==> src/rtl/hs_pkg.sv <==
// Shared types for the bundled-data handshake FIFO.
// State encodings and signalling-mode selectors.
package hs_pkg;

    typedef enum logic {
        IN_IDLE,
        IN_ACK
    } in_state_t;

    typedef enum logic [1:0] {
        OUT_IDLE,
        OUT_LOAD,
        OUT_REQ,
        OUT_RTZ
    } out_state_t;

    localparam int PH4 = 0;
    localparam int PH2 = 1;

endpackage

==> src/rtl/hs_sync.sv <==
// N-deep flop chain bringing an asynchronous level into the clk domain.
// N=0 degenerates to a wire for inputs that are already synchronous.
module hs_sync #(
    parameter int N = 2
) (
    input  logic clk,
    input  logic rst,
    input  logic d,
    output logic q
);

    generate
        if (N == 0) begin : g_bypass
            assign q = d;
        end else begin : g_chain
            logic [N-1:0] sr_q;
            logic [N-1:0] sr_d;

            always_comb begin
                sr_d    = sr_q << 1;
                sr_d[0] = d;
            end

            always_ff @(posedge clk or posedge rst) begin
                if (rst) begin
                    sr_q <= '0;
                end else begin
                    sr_q <= sr_d;
                end
            end

            assign q = sr_q[N-1];
        end
    endgenerate

endmodule

==> src/rtl/hs_bundled_fifo.sv <==
// Clocked FIFO bridging two self-timed bundled-data req/ack channels.
// Input and output sides are independent FSMs sharing a registered count.
module hs_bundled_fifo
    import hs_pkg::*;
#(
    parameter int WIDTH     = 3,
    parameter int DEPTH     = 4,
    parameter int SYNC      = 2,
    parameter int TWO_PHASE = 0
) (
    input  logic                       clk,
    input  logic                       rst,
    input  logic                       req_in,
    input  logic [WIDTH-1:0]           data_in,
    output logic                       ack_in,
    output logic                       req_out,
    output logic [WIDTH-1:0]           data_out,
    input  logic                       ack_out,
    output logic [$clog2(DEPTH+1)-1:0] count,
    output logic                       full,
    output logic                       empty
);

    localparam int AW = $clog2(DEPTH);
    localparam int CW = $clog2(DEPTH + 1);

    logic req_in_s;
    logic ack_out_s;

    hs_sync #(.N(SYNC)) u_sync_req (
        .clk (clk),
        .rst (rst),
        .d   (req_in),
        .q   (req_in_s)
    );

    hs_sync #(.N(SYNC)) u_sync_ack (
        .clk (clk),
        .rst (rst),
        .d   (ack_out),
        .q   (ack_out_s)
    );

    logic [WIDTH-1:0] mem [DEPTH];

    in_state_t        in_state_q,  in_state_d;
    out_state_t       out_state_q, out_state_d;
    logic [AW-1:0]    wptr_q,      wptr_d;
    logic [AW-1:0]    rptr_q,      rptr_d;
    logic [CW-1:0]    count_q,     count_d;
    logic             ack_in_q,    ack_in_d;
    logic             req_out_q,   req_out_d;
    logic [WIDTH-1:0] data_out_q,  data_out_d;
    logic             last_req_q,  last_req_d;
    logic             push;
    logic             pop;

    assign full  = (count_q == CW'(DEPTH));
    assign empty = (count_q == '0);

    always_comb begin
        in_state_d  = in_state_q;
        out_state_d = out_state_q;
        wptr_d      = wptr_q;
        rptr_d      = rptr_q;
        count_d     = count_q;
        ack_in_d    = ack_in_q;
        req_out_d   = req_out_q;
        data_out_d  = data_out_q;
        last_req_d  = last_req_q;
        push        = 1'b0;
        pop         = 1'b0;

        if (TWO_PHASE == PH2) begin
            if (req_in_s != last_req_q && !full) begin
                push       = 1'b1;
                ack_in_d   = !ack_in_q;
                last_req_d = req_in_s;
            end
        end else begin
            unique case (in_state_q)
                IN_IDLE: begin
                    if (req_in_s && !full) begin
                        push       = 1'b1;
                        ack_in_d   = 1'b1;
                        in_state_d = IN_ACK;
                    end
                end
                IN_ACK: begin
                    if (!req_in_s) begin
                        ack_in_d   = 1'b0;
                        in_state_d = IN_IDLE;
                    end
                end
            endcase
        end

        // data_out is captured on entry to LOAD so it leads req_out by one clk
        unique case (out_state_q)
            OUT_IDLE: begin
                if (!empty) begin
                    data_out_d  = mem[rptr_q];
                    out_state_d = OUT_LOAD;
                end
            end
            OUT_LOAD: begin
                req_out_d   = (TWO_PHASE == PH2) ? !req_out_q : 1'b1;
                out_state_d = OUT_REQ;
            end
            OUT_REQ: begin
                if (TWO_PHASE == PH2) begin
                    if (ack_out_s == req_out_q) begin
                        pop         = 1'b1;
                        out_state_d = OUT_IDLE;
                    end
                end else if (ack_out_s) begin
                    pop         = 1'b1;
                    req_out_d   = 1'b0;
                    out_state_d = OUT_RTZ;
                end
            end
            OUT_RTZ: begin
                if (!ack_out_s) begin
                    out_state_d = OUT_IDLE;
                end
            end
        endcase

        if (push) begin
            wptr_d = wptr_q + AW'(1);
        end
        if (pop) begin
            rptr_d = rptr_q + AW'(1);
        end
        if (push && !pop) begin
            count_d = count_q + CW'(1);
        end else if (pop && !push) begin
            count_d = count_q - CW'(1);
        end
    end

    always_ff @(posedge clk) begin
        if (push) begin
            mem[wptr_q] <= data_in;
        end
    end

    always_ff @(posedge clk or posedge rst) begin
        if (rst) begin
            in_state_q  <= IN_IDLE;
            out_state_q <= OUT_IDLE;
            wptr_q      <= '0;
            rptr_q      <= '0;
            count_q     <= '0;
            ack_in_q    <= 1'b0;
            req_out_q   <= 1'b0;
            data_out_q  <= '0;
            last_req_q  <= 1'b0;
        end else begin
            in_state_q  <= in_state_d;
            out_state_q <= out_state_d;
            wptr_q      <= wptr_d;
            rptr_q      <= rptr_d;
            count_q     <= count_d;
            ack_in_q    <= ack_in_d;
            req_out_q   <= req_out_d;
            data_out_q  <= data_out_d;
            last_req_q  <= last_req_d;
        end
    end

    assign ack_in   = ack_in_q;
    assign req_out  = req_out_q;
    assign data_out = data_out_q;
    assign count    = count_q;

endmodule

==> config.mk <==
export PLATFORM = sky130hd
export DESIGN_NAME = hs_bundled_fifo
export DESIGN_NICKNAME = d
export VERILOG_FILES = /design/src/rtl/hs_pkg.sv /design/src/rtl/hs_sync.sv /design/src/rtl/hs_bundled_fifo.sv
export SDC_FILE = /design/constraint.sdc
export NUM_CORES = 1
export LEC_CHECK = 0
export CELL_PAD_IN_SITES_DETAIL_PLACEMENT = 2
export CELL_PAD_IN_SITES_GLOBAL_PLACEMENT = 2
export CORE_MARGIN = 2
export CORE_UTILIZATION = 41
export CTS_CLUSTER_SIZE = 25
export DETAILED_ROUTE_END_ITERATION = 6
export PLACE_DENSITY = 0.82
export SYNTH_ARGS = -nofsm -noshare
export SYNTH_HDL_FRONTEND = slang
export SYNTH_SLANG_ARGS = --single-unit
export TNS_END_PERCENT = 5
==> constraint.sdc <==
create_clock -name clk -period 6 [get_ports clk]
set_clock_uncertainty 0.1 [all_clocks]
set_input_delay 1.5 -clock clk [delete_from_list [all_inputs] [get_ports clk]]
set_output_delay 1.5 -clock clk [all_outputs]
set_load 0.02 [all_outputs]
==> results.json <==
{
  "area_delta_synth_final_pct": 20.6,
  "end_kind": "output pin",
  "finalNetCount": 125,
  "tns_ns": 0,
  "ys_top_cells_by_count": "dfrtp_1, edfxtp_1, ha_1",
  "postSynthRegisterBits": 31,
  "r2r_slack_ns": 3.69,
  "die_h_microns": 61.6,
  "antenna_found_initial": 0,
  "yosys-top-cells-area": "dfrtp_1, edfxtp_1, ha_1",
  "cts_root_buffer": "clkbuf_4",
  "die_x_microns": 61.6,
  "status": "complete, no violations",
  "avgSynthCellArea_sq_um": 15.8,
  "ir_worst_vdd_mv": 0.159,
  "cts.sinks": 31,
  "post-synth-top-count-cell": "dfrtp_1",
  "required_ns": 4.40,
  "syn-num-nets": 103,
  "worst_slew_pin_slew_ns": 0.759,
  "cts.htree.levels": 2,
  "startpoint_type": "flip-flop",
  "start_util_pct": 43.8,
  "yosys.area.top_type_share_pct": 35.0,
  "clockBufferDepth": 2,
  "synth_area_sq_um": 1360,
  "grt_use_total_pct": 16.5,
  "rows": 20,
  "cts_setup_buffers": 0,
  "cts_buffers": 5,
  "io_pins": 17,
  "critPathLaunch": "count[1]",
  "slew_headroom_pct": 49.4,
  "synth_top_area_cell": "dfrtp_1",
  "ys.warnings.count": 0,
  "ctsResizeCount": 0,
  "viasPerCell": 4.77,
  "port_buffers": 16,
  "reg2reg_to": "count[2]",
  "core_sq_um": 3100,
  "clk_pin_slew_ns": 0.10,
  "hp-class": "flip-flop to flip-flop",
  "rsz0062_at_grt": "false",
  "p_per_area_nw_per_um2": 507,
  "power_leakage_uw": 0.000672,
  "yosysSeqAreaShare_pct": 61.5,
  "cp-endpoint": "full",
  "hold_viol": 0,
  "grt-ovfl-total": 0,
  "syn-instance-count": 86,
  "cp.arrival_ns": 1.81,
  "drt_pass1_iterations": 2,
  "postCtsHoldBufs": 0,
  "r2r-start": "count[2]",
  "grt_pass1_wl_microns": 4170,
  "cts_tree": "built",
  "grt_pass1_vias": 857,
  "async_flop_share_pct": 61.3,
  "post-route-util_pct": 52.9,
  "period_share_pct": 56.9,
  "route.detailed.wl_per_inst_microns": 16.8,
  "synth-main-ff-cell": "dfrtp_1",
  "cap_viol_max_count": 0,
  "ant_nets": 0,
  "clk_latency_ns": 0.32,
  "drive_above_1_share_pct": 17.4,
  "setup_viol_count_final": 0,
  "place_worst_setup_slack_ns": 2.93,
  "drtIter0Drc": 7,
  "fmax_mhz": 293,
  "path_class": "flip-flop to output pin",
  "r2r_cells": 8,
  "num_vias": 730,
  "place_hpwl_microns": 1960,
  "wl_microns": 2570,
  "min_period_ns": 3.41,
  "drc": 0,
  "cp_max_fo": 5,
  "place.gp.congestion": 0.680,
  "grt_max_degree": 20,
  "diodes": 0,
  "synth_edf_count": 12,
  "yosysUniqueCellTypes": 25,
  "slew_violations": 0,
  "die-area_sq_um": 3790,
  "setup_ws_ns": 2.59
}
[final cells by class]
class	count	area, sq um
fill	306	1460
sequential	31	836
multi-input combinational	46	483
timing repair buffer	16	160
tap	44	55.1
clock inverter	3	38.8
clock buffer	5	37.5
inverter	8	30.0
[sequential cells by signal (all words and copies together), names as in the netlist]
register,flops
req_out,1
mem,12
in_state_q,1
rptr_q,2
data_out,3
wptr_q,2
u_sync_ack.g_chain.sr_q,2
u_sync_req.g_chain.sr_q,2
ack_in,1
out_state_q,2
count,3
[stage by stage]
step	instances	power (uW)	area, sq um	hold WS (ns)
after CTS	153	848	1640	0.273
after floorplan	86	567	1360	0.231
after global placement	145	662	1560	0.236
after global routing	153	889	1640	0.277
after detailed placement	145	688	1560	0.244
final	153	831	1640	0.269
[logic make-up after synthesis]
kind of cell	after synthesis	share of synthesized area (%)
flops	31	61.5
simple gates	15	8.00
fa+ha+maj	10	9.75
buf+inv	9	3.04
mux	9	9.93
compound gates	6	3.96
xor+xnor	6	3.86
[routing by layer]
metal / share of wire, % / global-route usage [%] / wire length [microns]
met1: 39 / 18.0 / 1010
met2: 57 / 28.6 / 1450
met3: 2.9 / 5.67 / 74
met4: 1.1 / 8.21 / 29
met5: 0 / 0 / 0
[cell usage in the layout (no fill, tap or decap)]
cell type and instances:
nor2_1 3, ha_1 9, clkdlybuf4s50_1 16, and2_1 4
xor2_1 2, mux2_2 5, mux2_1 1, o21bai_1 1
a2bb2oi_1 1, a22o_1 1, nor3_2 1, nor2b_1 1
a221oi_2 1, clkinv_1 1, nand3_1 1, mux4_2 3
o22ai_1 1, dfrtp_1 19, nand2b_1 1, inv_1 8
nand2_1 2, xnor2_1 4, fa_1 1, clkinv_2 1
a21boi_0 1, nor3b_4 2, edfxtp_1 12, bufinv_16 1
clkbuf_4 5
[worst min path at each step]
stage	start	to	slack (ns)	depth (start not counted)
floorplan	u_sync_ack.g_chain.sr_q[0]	u_sync_ack.g_chain.sr_q[1]	0.23	0
global placement	u_sync_req.g_chain.sr_q[0]	u_sync_req.g_chain.sr_q[1]	0.24	0
detailed placement	u_sync_req.g_chain.sr_q[0]	u_sync_req.g_chain.sr_q[1]	0.24	0
CTS	u_sync_ack.g_chain.sr_q[0]	u_sync_ack.g_chain.sr_q[1]	0.27	0
global route	u_sync_ack.g_chain.sr_q[0]	u_sync_ack.g_chain.sr_q[1]	0.28	0
finish	u_sync_ack.g_chain.sr_q[0]	u_sync_ack.g_chain.sr_q[1]	0.27	0
[critical path, cell delays in order, from the launching register on]
cell             delay (ns)
dfrtp_1                0.48
nor3b_4                0.34
clkdlybuf4s50_1        0.67
[power breakdown]
| part | internal (uW) | switching, uW |
|---|---|---|
| clock network | 85.7 | 69.9 |
| registers | 282 | 65.3 |
| logic | 175 | 153 |
Power figures use the tool's default switching activity.
